**src/rtl/snake_cell_plotter_if.sv**
```systemverilog
// Request stream from the game controller and the pixel-write port to the VGA adapter.
// The master side issues cell requests; the slave side is the plotter.
interface snake_cell_plotter_if;
  logic [7:0] x_in;
  logic [6:0] y_in;
  logic [1:0] type_in;
  logic       plot;
  logic [7:0] vga_x;
  logic [6:0] vga_y;
  logic [2:0] colour;
  logic       writeEn;
  logic       busy;
  logic       fifo_full;
  logic       overflow;

  modport master (
    output x_in, y_in, type_in, plot,
    input  vga_x, vga_y, colour, writeEn, busy, fifo_full, overflow
  );

  modport slave (
    input  x_in, y_in, type_in, plot,
    output vga_x, vga_y, colour, writeEn, busy, fifo_full, overflow
  );
endinterface

```
**src/rtl/snake_cell_plotter.sv**
```systemverilog
// Buffers cell-draw requests and expands each into a CELL_SIZE x CELL_SIZE pixel block.
// After reset the whole screen is swept with the background colour before any cell is drawn.
module snake_cell_plotter #(
  parameter int          CELL_LOG2    = 2,
  parameter int          FIFO_DEPTH   = 8,
  parameter int          SCREEN_W     = 160,
  parameter int          SCREEN_H     = 120,
  parameter logic [2:0]  BG_COLOUR    = 3'b000,
  parameter logic [2:0]  SNAKE_COLOUR = 3'b010,
  parameter logic [2:0]  FOOD_COLOUR  = 3'b100,
  parameter logic [2:0]  WALL_COLOUR  = 3'b111
) (
  input  logic                 clk,
  input  logic                 reset,
  snake_cell_plotter_if.slave  bus
);
  localparam int PTR_W = $clog2(FIFO_DEPTH);

  typedef enum logic [1:0] {CLEAR, IDLE, DRAW} state_t;

  state_t state_reg, state_next;

  logic [16:0]          fifo_mem [FIFO_DEPTH];
  logic [PTR_W-1:0]     wr_ptr_reg, rd_ptr_reg;
  logic [PTR_W:0]       count_reg;
  logic                 overflow_reg;

  logic [7:0]           sweep_x_reg;
  logic [6:0]           sweep_y_reg;
  logic [CELL_LOG2-1:0] dx_reg, dy_reg;
  logic [7:0]           x0_reg;
  logic [6:0]           y0_reg;
  logic [1:0]           typ_reg;

  logic                 fifo_empty, fifo_full, push, pop;
  logic                 sweep_last, cell_last;
  logic [8:0]           sum_x;
  logic [7:0]           sum_y;
  logic [2:0]           cell_colour;

  // fifo_full is the registered occupancy, so a same-cycle pop never frees room for a push
  assign fifo_empty = (count_reg == '0);
  assign fifo_full  = (count_reg == (PTR_W+1)'(FIFO_DEPTH));
  assign push       = bus.plot & ~fifo_full;
  assign pop        = (state_reg == IDLE) & ~fifo_empty;

  assign sweep_last = (sweep_x_reg == 8'(SCREEN_W - 1)) && (sweep_y_reg == 7'(SCREEN_H - 1));
  assign cell_last  = (&dx_reg) & (&dy_reg);

  // One bit wider than the coordinate so cells near the right/bottom edge clip instead of wrapping
  assign sum_x = {1'b0, x0_reg} + 9'(dx_reg);
  assign sum_y = {1'b0, y0_reg} + 8'(dy_reg);

  always_comb begin
    cell_colour = BG_COLOUR;
    case (typ_reg)
      2'd1:    cell_colour = SNAKE_COLOUR;
      2'd2:    cell_colour = FOOD_COLOUR;
      2'd3:    cell_colour = WALL_COLOUR;
      default: cell_colour = BG_COLOUR;
    endcase
  end

  always_ff @(posedge clk) begin
    if (push) begin
      fifo_mem[wr_ptr_reg] <= {bus.x_in, bus.y_in, bus.type_in};
    end
  end

  always_ff @(posedge clk) begin
    if (reset) begin
      state_reg    <= CLEAR;
      wr_ptr_reg   <= '0;
      rd_ptr_reg   <= '0;
      count_reg    <= '0;
      overflow_reg <= 1'b0;
      sweep_x_reg  <= '0;
      sweep_y_reg  <= '0;
      dx_reg       <= '0;
      dy_reg       <= '0;
      x0_reg       <= '0;
      y0_reg       <= '0;
      typ_reg      <= '0;
    end else begin
      state_reg <= state_next;

      if (push) begin
        wr_ptr_reg <= wr_ptr_reg + 1'b1;
      end
      if (bus.plot && fifo_full) begin
        overflow_reg <= 1'b1;
      end
      if (pop) begin
        rd_ptr_reg                 <= rd_ptr_reg + 1'b1;
        {x0_reg, y0_reg, typ_reg}  <= fifo_mem[rd_ptr_reg];
      end
      case ({push, pop})
        2'b10:   count_reg <= count_reg + 1'b1;
        2'b01:   count_reg <= count_reg - 1'b1;
        default: count_reg <= count_reg;
      endcase

      if (state_reg == CLEAR) begin
        if (sweep_x_reg == 8'(SCREEN_W - 1)) begin
          sweep_x_reg <= '0;
          sweep_y_reg <= sweep_last ? '0 : sweep_y_reg + 1'b1;
        end else begin
          sweep_x_reg <= sweep_x_reg + 1'b1;
        end
      end

      // dx/dy wrap naturally back to zero on the last pixel of a cell
      if (pop) begin
        dx_reg <= '0;
        dy_reg <= '0;
      end else if (state_reg == DRAW) begin
        dx_reg <= dx_reg + 1'b1;
        if (&dx_reg) begin
          dy_reg <= dy_reg + 1'b1;
        end
      end
    end
  end

  always_comb begin
    state_next  = state_reg;
    bus.writeEn = 1'b0;
    bus.vga_x   = sweep_x_reg;
    bus.vga_y   = sweep_y_reg;
    bus.colour  = BG_COLOUR;
    case (state_reg)
      CLEAR: begin
        bus.writeEn = 1'b1;
        if (sweep_last) begin
          state_next = IDLE;
        end
      end
      IDLE: begin
        if (!fifo_empty) begin
          state_next = DRAW;
        end
      end
      DRAW: begin
        bus.vga_x   = sum_x[7:0];
        bus.vga_y   = sum_y[6:0];
        bus.colour  = cell_colour;
        bus.writeEn = (sum_x < 9'(SCREEN_W)) && (sum_y < 8'(SCREEN_H));
        if (cell_last) begin
          state_next = IDLE;
        end
      end
      default: state_next = CLEAR;
    endcase
  end

  assign bus.busy      = (state_reg != IDLE) | ~fifo_empty;
  assign bus.fifo_full = fifo_full;
  assign bus.overflow  = overflow_reg;
endmodule

```
**src/flat_wrapper.sv**
```systemverilog
// flat-port wrapper written by rule: the top's interface ports become plain ports
module snake_cell_plotter_flat 
#(
  parameter int          CELL_LOG2    = 2,
  parameter int          FIFO_DEPTH   = 8,
  parameter int          SCREEN_W     = 160,
  parameter int          SCREEN_H     = 120,
  parameter logic [2:0]  BG_COLOUR    = 3'b000,
  parameter logic [2:0]  SNAKE_COLOUR = 3'b010,
  parameter logic [2:0]  FOOD_COLOUR  = 3'b100,
  parameter logic [2:0]  WALL_COLOUR  = 3'b111
)
  (clk, reset, bus_x_in, bus_y_in, bus_type_in, bus_plot, bus_vga_x, bus_vga_y, bus_colour, bus_writeEn, bus_busy, bus_fifo_full, bus_overflow);
  snake_cell_plotter_if bus_i ();
  input  logic clk;
  input  logic reset;
  input wire logic [$bits(bus_i.x_in)-1:0] bus_x_in;
  input wire logic [$bits(bus_i.y_in)-1:0] bus_y_in;
  input wire logic [$bits(bus_i.type_in)-1:0] bus_type_in;
  input wire logic [$bits(bus_i.plot)-1:0] bus_plot;
  output wire logic [$bits(bus_i.vga_x)-1:0] bus_vga_x;
  output wire logic [$bits(bus_i.vga_y)-1:0] bus_vga_y;
  output wire logic [$bits(bus_i.colour)-1:0] bus_colour;
  output wire logic [$bits(bus_i.writeEn)-1:0] bus_writeEn;
  output wire logic [$bits(bus_i.busy)-1:0] bus_busy;
  output wire logic [$bits(bus_i.fifo_full)-1:0] bus_fifo_full;
  output wire logic [$bits(bus_i.overflow)-1:0] bus_overflow;
  assign bus_i.x_in = bus_x_in;
  assign bus_i.y_in = bus_y_in;
  assign bus_i.type_in = bus_type_in;
  assign bus_i.plot = bus_plot;
  assign bus_vga_x = bus_i.vga_x;
  assign bus_vga_y = bus_i.vga_y;
  assign bus_colour = bus_i.colour;
  assign bus_writeEn = bus_i.writeEn;
  assign bus_busy = bus_i.busy;
  assign bus_fifo_full = bus_i.fifo_full;
  assign bus_overflow = bus_i.overflow;
  snake_cell_plotter #(.CELL_LOG2(CELL_LOG2), .FIFO_DEPTH(FIFO_DEPTH), .SCREEN_W(SCREEN_W), .SCREEN_H(SCREEN_H), .BG_COLOUR(BG_COLOUR), .SNAKE_COLOUR(SNAKE_COLOUR), .FOOD_COLOUR(FOOD_COLOUR), .WALL_COLOUR(WALL_COLOUR)) u_core (.clk(clk), .reset(reset), .bus(bus_i));
endmodule
```
**config.mk**
```make
export PLATFORM = sky130hd
export DESIGN_NAME = snake_cell_plotter_flat
export DESIGN_NICKNAME = d
export VERILOG_FILES = /design/src/rtl/snake_cell_plotter_if.sv /design/src/rtl/snake_cell_plotter.sv /design/src/flat_wrapper.sv
export SDC_FILE = /design/constraint.sdc
export NUM_CORES = 1
export LEC_CHECK = 0
export ABC_AREA = 0
export CAP_MARGIN = 20
export CORE_MARGIN = 3
export CORE_UTILIZATION = 55
export DETAILED_ROUTE_END_ITERATION = 10
export PLACE_DENSITY = 0.74
export SYNTH_ARGS = -nofsm -noshare
export SYNTH_HDL_FRONTEND = slang
export SYNTH_SLANG_ARGS = --single-unit
```
**constraint.sdc**
```tcl
create_clock -name clk -period 3.95 [get_ports clk]
set_clock_uncertainty 0.15 [all_clocks]
set_input_delay 0.79 -clock clk [delete_from_list [all_inputs] [get_ports clk]]
set_output_delay 0.79 -clock clk [all_outputs]
set_load 0.005 [all_outputs]
```
## After elaboration in Yosys (flattened, before gate mapping)

Memory sizes are Yosys's and may differ from the RTL's. A register that Yosys moved wholly into a read port is not among the register bits.
Index checks and enable logic that the tools add are counted.

- Bits in registers: 32
- Input port bits: 20
- Memory bits (writable): 136
- Memories kept: 1
- Output and inout port bits: 22

Memory list:

| name | words | bits a word | read ports | clocked after Yosys merged registers in | wr ports | RTL line | text |
|---|---|---|---|---|---|---|---|
| u_core.fifo_mem | 8 | 17 | 1 | 1 | 1 | snake_cell_plotter.sv:23 | `logic [16:0] fifo_mem [FIFO_DEPTH];` |

- Equal/unequal tests: 14
- Add/subtract/negate cells: 10
- Magnitude comparators: 2
- Bitwise operators: 6
- Mux-type cells: 14
- Reductions and logical operators: 12

Operators by type and width:

| kind | number |
|---|---|
| 2-to-1 mux 8 bit | 2 |
| 2-to-1 mux 7 bit | 2 |
| adder 8 x 2 -> 9 bit | 1 |
| < comparator 9 x 8 -> 1 bit (second input constant) | 1 |
| one-hot mux 3 bit (3 select lines) | 1 |
| adder 7 x 2 -> 8 bit | 1 |
| adder 8 x 1 -> 8 bit (second input constant) | 1 |
| equality test 2 bit (second input constant) | 4 |
| equality test 8 bit (second input constant) | 1 |
| < comparator 8 x 7 -> 1 bit (second input constant) | 1 |
| one-hot mux 4 bit (2 select lines) | 1 |
| adder 7 x 1 -> 7 bit (second input constant) | 1 |
| equality test 7 bit (second input constant) | 1 |
| adder 3 x 1 -> 3 bit (second input constant) | 2 |
| equality test 2 x 1 -> 1 bit (second input constant) | 3 |
| 2-to-1 mux 2 bit | 3 |
| inequality test 2 x 1 -> 1 bit (second input constant) | 3 |
| one-hot mux 2 bit (3 select lines) | 1 |
| AND reduction 2 bit | 3 |
| AND reduction 3 bit | 2 |
| adder 2 x 1 -> 2 bit (second input constant) | 2 |
| adder 4 x 1 -> 4 bit (second input constant) | 1 |
| equality test 4 bit (second input constant) | 1 |
| zero test 4 bit | 1 |
| other kinds (12) | 18 |

## Logic depth before layout (Yosys ltp)

Gate-level depths: netlist of the first run.

- Word-level depth: 5
- Gate-level depth with buffers: 12
- Gate-level depth less buffers: 10

## Worst setup path before layout of the first run

No wires, ideal clock.

- Path kind: input to register
- Start: input port bus_plot
- End: memory u_core.fifo_mem[0][0], enable pin
- Data required time: 3.365 ns
- Arrival: 2.549 ns
- Path buffers: 0
- Slack: 0.816 ns
- Library setup time: 0.435 ns
- Stages: 2
- Cell sequence: nand2_2 nor4_1

- Longest elaborated chain between the ends: 3

RTL lines:

| what | RTL line | text |
|---|---|---|
| start: declaration | flat_wrapper.sv:20 | `input wire logic [$bits(bus_i.plot)-1:0] bus_plot;` |
| bitwise AND 1 bit | snake_cell_plotter.sv:44 | `assign push = bus.plot & ~fifo_full;` |
| 2-to-1 mux 1 bit | snake_cell_plotter.sv:65 | `if (push) begin` |
| 2-to-1 mux 1 bit (implied by the code) | snake_cell_plotter.sv:66 | `fifo_mem[wr_ptr_reg] <= {bus.x_in, bus.y_in, bus.type_in};` |
| end: declaration | snake_cell_plotter.sv:23 |  |

No other way between the ends.

## Worst setup path in the final report of the first run

- Start: register u_core.dy_reg[0]
- End: output port bus_writeEn

- Longest elaborated chain between the ends: 4

RTL lines:

| what | RTL line | text |
|---|---|---|
| start: declaration | snake_cell_plotter.sv:30 | `logic [CELL_LOG2-1:0] dx_reg, dy_reg;` |
| start signal: assignment | snake_cell_plotter.sv:119 | `dy_reg <= dy_reg + 1'b1;` |
| adder 7 x 2 -> 8 bit | snake_cell_plotter.sv:52 | `assign sum_y = {1'b0, y0_reg} + 8'(dy_reg);` |
| < comparator 8 x 7 -> 1 bit | snake_cell_plotter.sv:147 | `bus.writeEn = (sum_x < 9'(SCREEN_W)) && (sum_y < 8'(SCREEN_H));` |
| logical AND 1 bit | snake_cell_plotter.sv:147 |  |
| one-hot mux 1 bit (2 select lines) | snake_cell_plotter.sv:131 | `case (state_reg)` |
| end: declaration | flat_wrapper.sv:24 | `output wire logic [$bits(bus_i.writeEn)-1:0] bus_writeEn;` |

No other way between the ends.

==> results of run 1 <==
## power breakdown
part | internal (mW) | total [mW] | switching, mW
clock network | 0.900 | 1.67 | 0.767
registers | 2.13 | 2.15 | 0.0200
logic | 0.0608 | 0.147 | 0.0858
## worst min-delay path by stage
stage	end	slack, ps	from
floorplan	u_core.sweep_y_reg[1]	310	u_core.sweep_y_reg[1]
global placement	u_core.bus.overflow	300	u_core.bus.overflow
detailed placement	u_core.bus.overflow	320	u_core.bus.overflow
CTS	u_core.bus.overflow	330	u_core.bus.overflow
global route	u_core.sweep_y_reg[6]	390	u_core.sweep_y_reg[6]
finish	u_core.bus.overflow	320	u_core.bus.overflow
## per-layer routing
metal,global-route usage,wire length [um]
met3,0.04168,559
met1,0.2541,6562
met2,0.3194,7356
met5,0,0
met4,0.06940,261
## layout by cell type, fill, tap and decap left out, drive strengths merged, types with 3 or more instances in the layout
master           n
nand4            7
a21oi           14
and3             4
edfxtp         136
nor4             3
clkbuf          18
mux2i           20
nand2b           3
clkinv           5
o311ai           3
buf             16
inv             20
xor2            19
nor2            44
clkdlybuf4s50   40
mux4            34
xnor2            8
and2             3
fa               3
nand2           40
o21ai           14
ha              13
nor3            14
a211oi          20
nand3           14
dfxtp           49
a21o             3
## through the flow
step	util	std cells
5_1_grt	0.6529	774
2_1_floorplan	-	539
3_5_place_dp	0.6112	742
4_1_cts	0.6529	774
6_report	0.6529	774
3_3_place_gp	0.6101	741
## worst max-delay path, delay by kind of cell, from the launching register on
family / cells / cell delay, ps
AOI/OAI and AO/OA: 3 / 710
adders and majority gates: 2 / 660
buffers and inverters: 2 / 550
DFF: 1 / 390
and+or+nand+nor: 1 / 140
## Yosys cell counts, drive strengths merged (3+ instances only)
cell      n  area [um2]
nand2b    3       18.77
nand4     7       43.79
fa        3       60.06
nor2     44       165.2
nand3    14       70.07
nor3     14       70.07
o21ai    14       70.07
o311ai    3       26.28
and3      4       30.03
clkbuf   14       52.55
inv      13       48.79
buf      19       131.4
mux4     34       765.7
a21o      3       22.52
edfxtp  136        4084
dfxtp    49       980.9
nor4      3       18.77
a211oi   20       240.2
xnor2     8       70.07
nand2    40       155.1
mux2i    20       200.2
xor2     19       166.4
ha       13       162.7
a21oi    14       70.07
and2      3       18.77
## cells by family after synthesis
group | synth area share
compound gates | 0.06376
fa+ha+maj | 0.02788
mux | 0.1223
buf+inv | 0.02913
flops | 0.6341
simple gates | 0.09321
xor+xnor | 0.02961
## area by class of cell
class / count / area (um2) / share of cell area
repair buffers: 56 / 525.5 / 0.05732
well taps: 180 / 225.2 / 0.02457
flip-flops and latches: 185 / 5066 / 0.5526
inverters: 13 / 48.80 / 0.005323
multi-input cells: 308 / 2716 / 0.2963
clock buffers: 18 / 429.2 / 0.04681
clock inverters: 14 / 156.4 / 0.01706
==> reports/qor.yml, run 1 <==
timing:
  final-hold-violation-count: 0
  relSlewSlack: 0.4656
  fin_ws_ps: 132.5
  final_max_slew_viol_count: 0
  holdWs_ps: 325.0
  fin_crit_sh: 0.9665
  layout_min_cycle_time_ps: 3818
  tightest_slew_ps: 801.6
  setup_viol: 0
  setup_tns_ps: 0
  max_clock_freq_mhz: 262.0
  rsz0062_at_grt: "no"
synthesis:
  synth_seq_area_share: 0.6341
  syn_nets: 575
  synth_cell_type_count: 55
  yosysWarnings: 0
  ys_ff_latch: 185
  synthArstFlopShare: 0
  syn_inst: 539
  synth_flop_cell: "edfxtp_1"
  synthesis.area_mm2: 0.007988
  synth_edf_count: 136
  syn_area_per_cell_um2: 14.82
drt:
  dr.pass1.iters: 5
  dr_total_vias: 4511
  routed_via_density: 5.828
  wirelength_mm: 14.74
  ant_nets: 0
  wl_per_cell_um: 19.05
  drcViolationCount: 0
  drtIter0Drc: 402
critical_path:
  crit_type: "reg2out"
  cp_cell_sequence: "ha_1, inv_1, fa_1, nand3_1, o22ai_1, o311ai_0, a31o_2, clkdlybuf4s50_1"
  r2r-end: "u_core.count_reg[3]"
  rrSetupSlack_ps: 1060
  cp.arrival_ps: 2880
  crit_path_top_delay_cell: "clkdlybuf4s50_1"
  crit-reg2reg-launch: "u_core.count_reg[0]"
  cp_slowest_stage_delay_ps: 490
  crit_end: "bus_writeEn"
  worstRegToRegCells: 8
  cp-end-kind: "output pin"
  cp-start-kind: "register"
  crit_path_start: "u_core.dy_reg[0]"
  required_ps: 3010
  cp_max_fo: 5
die:
  die_height_um: 126.5
  initial_core_util: 0.5688
  io_pins: 42
  core_mm2: 0.01404
  rows: 43
  die_area_mm2: 0.01600
  die_w_um: 126.5
pwr:
  p_per_area_mw_per_mm2: 431.8
  design_power_total_mw: 3.959
  p_leak_nw: 2.957
  ir_drop_mv: 0.3054
place:
  dp_hpwl_mm: 9.580
  dpl_worst_slack_ps: 561.0
  postPlaceCellArea_mm2: 0.008582
  gp_congestion: 0.8156
  port_buffers: 41
clock_network:
  cts_resized: 0
  holdBufCountCts: 0
  clkSinkCount: 185
  htreeDepth: 4
  numCtsBuffers: 17
  cts_tree: "done"
  cts_setup_buffers: 0
  cts_root_buf: "clkbuf_16"
  clkLatencyLatePin_ps: 430
  cts_buffer_depth: 2
  path_clk_slew_ps: 70
layout:
  fill_cells: 963
  final_cell_area_mm2: 0.009168
  layout-drive-gt1-share: 0.1936
  antennaDiodeCount: 0
  largest_reg_flops: 136
  syn_to_final_growth_pct: 14.77
  nets: 617
hold_path:
  hold_class: "reg2reg"
  min_path_cells: 2
global_routing:
  grt_max_degree: 41
  grt_pass1_vias: 4468
  grt_overflow: 0
  grt_pass1_wl_mm: 23.78
  antenna_found_initial: 0
  grt_usage: 0.1928
run_status:
  outcome: "finished clean"
job:
  maxCapViolations: 0
Note: power is estimated with default switching activity, not from simulation.
==> inputs of run 2 (changes only) <==
- CTS_CLUSTER_DIAMETER: unset -> 60
- clock period: 3.95 -> 4.86 ns (I/O delays scaled with it)
==> run 2 against run 1 <==
Largest cell class unchanged. Clock power fell by 22%. Hold slack improved by 15 ps. Combinational power decreased by 18%. Sequential power fell by 19%.
==> reports/qor.yml, run 2 (same netlist as run 1, synthesis figures left out) <==
global_routing:
  grt_usage: 0.1936  # was 0.1928
  grt_pass1_wl_mm: 23.87  # was 23.78 mm
  grt_pass1_vias: 4540  # was 4,468
  grt_max_degree: 51  # was 41
  antenna_found_initial: 0  # unchanged
  grt_overflow: 0  # unchanged
timing:
  holdWs_ps: 340.4  # was 325.0 ps
  max_clock_freq_mhz: 252.2
  layout_min_cycle_time_ps: 3964
  fin_ws_ps: 895.5  # was 132.5 ps
  final_max_slew_viol_count: 0  # unchanged
  setup_viol: 0  # unchanged
  final-hold-violation-count: 0  # unchanged
  setup_tns_ps: 0  # unchanged
  rsz0062_at_grt: "no"  # unchanged
  fin_crit_sh: 0.8157
  tightest_slew_ps: 802.5  # was 801.6 ps
  relSlewSlack: 0.4650  # was 0.4656
die:
  die_height_um: 126.5  # unchanged
  die_w_um: 126.5  # unchanged
  io_pins: 42  # unchanged
  core_mm2: 0.01404  # unchanged
  die_area_mm2: 0.01600  # unchanged
  initial_core_util: 0.5688  # unchanged
  rows: 43  # unchanged
critical_path:
  required_ps: 3740  # was 3010 ps
  crit_path_top_delay_cell: "clkdlybuf4s50_1"  # unchanged
  cpLargestDelayFamily: "compound AO/OA/AOI/OAI gates"  # unchanged
  cp-end-kind: "output pin"  # unchanged
  worstRegToRegCells: 9  # was 8
  crit_type: "reg2out"  # unchanged
  cp_slowest_stage_delay_ps: 490  # about the same
  cp_max_fo: 5  # unchanged
  critPathBufInv: 2  # unchanged
  crit_cells: 8  # unchanged
  cp.arrival_ps: 2840  # was 2880 ps
  cp_cell_sequence: "ha_1, inv_1, fa_1, nand3_1, o22ai_1, o311ai_0, a31o_2, clkdlybuf4s50_1"  # unchanged
  cp-start-kind: "register"  # unchanged
drt:
  dr.pass1.iters: 4  # was 5
  routed_via_density: 5.848  # was 5.828
  dr_total_vias: 4509  # was 4,511
  drcViolationCount: 0  # unchanged
  wl_per_cell_um: 19.22  # was 19.05 um
  wirelength_mm: 14.82  # was 14.74 mm
  drtIter0Drc: 366  # was 402
  ant_nets: 0  # unchanged
place:
  port_buffers: 41  # unchanged
  dp_hpwl_mm: 9.358  # was 9.580 mm
  gp_congestion: 0.8004  # was 0.8156
  dpl_worst_slack_ps: 1300  # was 561.0 ps
layout:
  nets: 615  # was 617
  final_cell_mix: "edfxtp_1, dfxtp_1, nor2_1, clkdlybuf4s50_1, nand2_1"  # unchanged
  final-seq-area_mm2: 0.005066  # unchanged
  antennaDiodeCount: 0  # unchanged
  largest_reg_flops: 136  # unchanged
  multiInputGateArea_mm2: 0.002716  # unchanged
  final_util: 0.6518  # was 0.6529
  final_common_cell: "edfxtp_1"  # unchanged
  fill_cells: 968  # was 963
  layout-drive-gt1-share: 0.1895  # was 0.1936
  syn_to_final_growth_pct: 14.58  # was 14.77%
clock_network:
  cts_tree: "done"  # unchanged
  htreeDepth: 4  # unchanged
  clkLatencyLatePin_ps: 430  # about the same
  cts_resized: 0  # unchanged
  numCtsBuffers: 17  # unchanged
  path_clk_slew_ps: 70  # about the same
  holdBufCountCts: 0  # unchanged
  cts_root_buf: "clkbuf_16"  # unchanged
  cts_setup_buffers: 0  # unchanged
  clkSinkCount: 185  # unchanged
  cts_buffer_depth: 2  # unchanged
pwr:
  p_leak_nw: 2.934  # was 2.957 nW
  p_clk_frac: 0.412  # was 0.421
  internal_power_mw: 2.496  # was 3.086 mW
  power.share.switching: 0.2133  # was 0.2206
  power_frac_seq: 0.550  # was 0.542
  ir_drop_mv: 0.2589  # was 0.3054 mV
  p_per_area_mw_per_mm2: 346.6  # was 431.8 mW/mm2
  p_sw_mw: 0.6766  # was 0.8731 mW
  pwr-share-comb: 0.038  # was 0.037
run_status:
  outcome: "finished clean"  # unchanged
hold_path:
  hold_class: "reg2reg"  # unchanged
  min_path_cells: 2  # unchanged
job:
  maxCapViolations: 0  # unchanged
run 2: cell count changes in the layout (fill, tap and decap cells not counted), sizes merged:
| cell | before | now |
|---|---|---|
| clkinv | 5 | 1 |
| buf | 16 | 14 |
| inv | 20 | 21 |
| clkinvlp | 1 | 3 |
run 2: power by group through the flow:
stage	clock [mW]	sequential [mW]	combinational [mW]
2_1_floorplan	0	1.77	0.0618
3_3_place_gp	0	1.78	0.115
3_5_place_dp	0	1.78	0.120
4_1_cts	1.33	1.74	0.121
5_1_grt	1.40	1.75	0.132
6_report	1.31	1.74	0.120
run 2: routing by layer:
metal  global-route usage  share of wire  wire length, um
met1               0.2465           0.44             6455
met2               0.3269           0.50             7433
met3              0.04126          0.041              601
met4              0.07634          0.022              327
met5                    0              0                0
run 2: layout make-up:
type / count / share of cell area
clock inverters: 13 / 0.01435
inverters: 13 / 0.005332
multi-input cells: 308 / 0.2968
flip-flops and latches: 185 / 0.5535
clock buffers: 18 / 0.04689
well taps: 180 / 0.02461
repair buffers: 54 / 0.05851
run 2: worst paths after layout:
| check | from | end | slack (ps) |
|---|---|---|---|
| worst max-delay path | u_core.dy_reg[0] | bus_writeEn | 900 |
| worst min register to register | u_core.sweep_y_reg[1] | u_core.sweep_y_reg[1] | 340 |
| worst min-delay path | u_core.sweep_y_reg[1] | u_core.sweep_y_reg[1] | 340 |
| worst max register to register | u_core.state_reg[0] | u_core.count_reg[3] | 1640 |
run 2: through the flow:
step                      power [mW]  instance area, um2  std cells
after floorplan                1.836                7988        539
after global placement         1.891                8544        738
after detailed placement       1.898                8544        738
after CTS                      3.200                9105        769
after global routing           3.276                9153        771
final                          3.173                9153        771
run 2: worst min-delay path, delay by kind of cell (launching register included):
kind,cells,cell delay [ps]
DFF,1,330
and+or+nand+nor,1,60
AOI/OAI and AO/OA,1,50
==> inputs of run 3 (changes only) <==
- clock period: 4.86 -> 3.9 ns (I/O delays scaled with it)
==> run 3 against run 2 <==
Total power grew 28%. Routed wire length grew 1.2%. Via count grew 0.24%. Hold slack lost 16 ps. Clock power grew 33%. Critical path depth is the same. Setup slack lost 730 ps. Die area is the same. Cell area grew 0.29%.
==> reports/qor.yml, run 3 (same netlist as run 1, synthesis figures left out) <==
run_status:
  outcome: "finished clean"  # unchanged
critical_path:
  cp-start-kind: "register"  # unchanged
  cp-end-kind: "output pin"  # unchanged
  required_ps: 2970  # was 3740 ps
  crit_type: "reg2out"  # unchanged
  cp.arrival_ps: 2810  # was 2840 ps
  cp_max_fo: 5  # unchanged
pwr:
  p_clk_frac: 0.428  # was 0.412
  p_leak_nw: 2.965  # was 2.934 nW
  p_per_area_mw_per_mm2: 442.4  # was 346.6 mW/mm2
  power.share.switching: 0.2165  # was 0.2133
  p_sw_mw: 0.8791  # was 0.6766 mW
  pwr-share-comb: 0.037  # was 0.038
  internal_power_mw: 3.181  # was 2.496 mW
  ir_drop_mv: 0.3002  # was 0.2589 mV
  power_frac_seq: 0.535  # was 0.550
die:
  die_area_mm2: 0.01600  # unchanged
  io_pins: 42  # unchanged
  core_mm2: 0.01404  # unchanged
  rows: 43  # unchanged
  die_w_um: 126.5  # unchanged
  initial_core_util: 0.5688  # unchanged
  die_height_um: 126.5  # unchanged
global_routing:
  antenna_found_initial: 0  # unchanged
  grt_usage: 0.1959  # was 0.1936
  grt_pass1_wl_mm: 24.09  # was 23.87 mm
  grt_max_degree: 41  # was 51
  grt_pass1_vias: 4569  # was 4,540
  grt_overflow: 0  # unchanged
place:
  gp_congestion: 0.8144  # was 0.8004
  port_buffers: 41  # unchanged
  dp_hpwl_mm: 9.410  # was 9.358 mm
clock_network:
  cts_tree: "done"  # unchanged
  clkSinkCount: 185  # unchanged
  path_clk_slew_ps: 70  # about the same
  cts_setup_buffers: 0  # unchanged
  clkLatencyLatePin_ps: 420  # was 430 ps
  numCtsBuffers: 17  # unchanged
  cts_buffer_depth: 2  # unchanged
  htreeDepth: 4  # unchanged
  cts_resized: 0  # unchanged
  holdBufCountCts: 0  # unchanged
  cts_root_buf: "clkbuf_16"  # unchanged
drt:
  ant_nets: 0  # unchanged
  wl_per_cell_um: 19.38  # was 19.22 um
  drcViolationCount: 0  # unchanged
  dr_total_vias: 4520  # was 4,509
  drtIter0Drc: 358  # was 366
  wirelength_mm: 15.00  # was 14.82 mm
  routed_via_density: 5.840  # was 5.848
  dr.pass1.iters: 4  # unchanged
layout:
  final_common_cell: "edfxtp_1"  # unchanged
  syn_to_final_growth_pct: 14.91  # was 14.58%
  largest_reg_flops: 136  # unchanged
  antennaDiodeCount: 0  # unchanged
  fill_cells: 948  # was 968
  nets: 617  # was 615
  layout-drive-gt1-share: 0.1953  # was 0.1895
  final_util: 0.6537  # was 0.6518
  final_cell_mix: "edfxtp_1, dfxtp_1, nor2_1, clkdlybuf4s50_1, nand2_1"  # unchanged
timing:
  rsz0062_at_grt: "no"  # unchanged
  final_max_slew_viol_count: 0  # unchanged
  layout_min_cycle_time_ps: 3737
  setup_viol: 0  # unchanged
  fin_crit_sh: 0.9581
  setup_tns_ps: 0  # unchanged
  tightest_slew_ps: 781.6  # was 802.5 ps
  relSlewSlack: 0.4789  # was 0.4650
  final-hold-violation-count: 0  # unchanged
  max_clock_freq_mhz: 267.6
job:
  maxCapViolations: 0  # unchanged
hold_path:
  hold_class: "reg2reg"  # unchanged
==> run 3: cell types whose count changed in the layout (fill, tap and decap cells not counted), sizes merged <==
cell,change
clkinv,+3
inv,-2
buf,+2
bufinv,+1
clkbuf,+1
clkinvlp,-2
==> run 3: power by group through the flow <==
stage / clock network (mW) / logic, mW / registers, mW
detailed placement: 0 / 0.150 / 2.22
floorplan: 0 / 0.0770 / 2.21
CTS: 1.77 / 0.152 / 2.17
global route: 1.86 / 0.164 / 2.18
global placement: 0 / 0.144 / 2.21
finish: 1.74 / 0.148 / 2.17
==> run 3: area by class of cell <==
| type | count | area, um2 | share of cell area |
|---|---|---|---|
| clock buffer | 19 | 432.9 | 0.04716 |
| clock inverter | 13 | 161.4 | 0.01758 |
| inverter | 13 | 48.80 | 0.005316 |
| multi-input combinational | 308 | 2718 | 0.2961 |
| sequential | 185 | 5067 | 0.5521 |
| tap | 180 | 225.2 | 0.02454 |
| timing repair buffer | 56 | 525.5 | 0.05725 |
==> run 3: routing by layer <==
| metal | global-route usage | vias to the layer above | wire, um |
|---|---|---|---|
| li1 | - | 2138 | - |
| met1 | 0.2534 | 2262 | 6471 |
| met2 | 0.3288 | 104 | 7566 |
| met3 | 0.04589 | 16 | 697 |
| met4 | 0.06625 | 0 | 266 |
| met5 | 0 | - | 0 |
==> run 3: worst max-delay path: stages, from the launching register on <==
cell and delay [ps]:
dfxtp_1 370, ha_1 200, inv_1 60, fa_1 460, nand3_1 130, o22ai_1 80, o311ai_1 360, a31o_2 230
clkdlybuf4s50_1 500
==> run 3: path summary, 6_finish.rpt <==
| check | start | to | slack [ps] | cells past startpoint |
|---|---|---|---|---|
| setup / recovery | u_core.dy_reg[0] | bus_writeEn | 160 | 8 |
| setup reg to reg | u_core.count_reg[0] | u_core.count_reg[3] | 1000 | 8 |
| hold reg to reg | u_core.bus.overflow | u_core.bus.overflow | 320 | 2 |
| hold / removal | u_core.bus.overflow | u_core.bus.overflow | 320 | 2 |
==> run 3: through the flow <==
stage                     setup WS [ps]  cells  hold WS [ps]  total power [mW]  cell area (um2)
after floorplan                   776.1    539         307.6             2.288             7988
after global placement            598.0    741         296.1             2.357             8567
after detailed placement          508.8    742         314.5             2.366             8582
after CTS                         45.65    774         330.9             4.098             9176
after global routing              17.77    774         365.8             4.197             9179
final                             163.3    774         324.6             4.060             9179
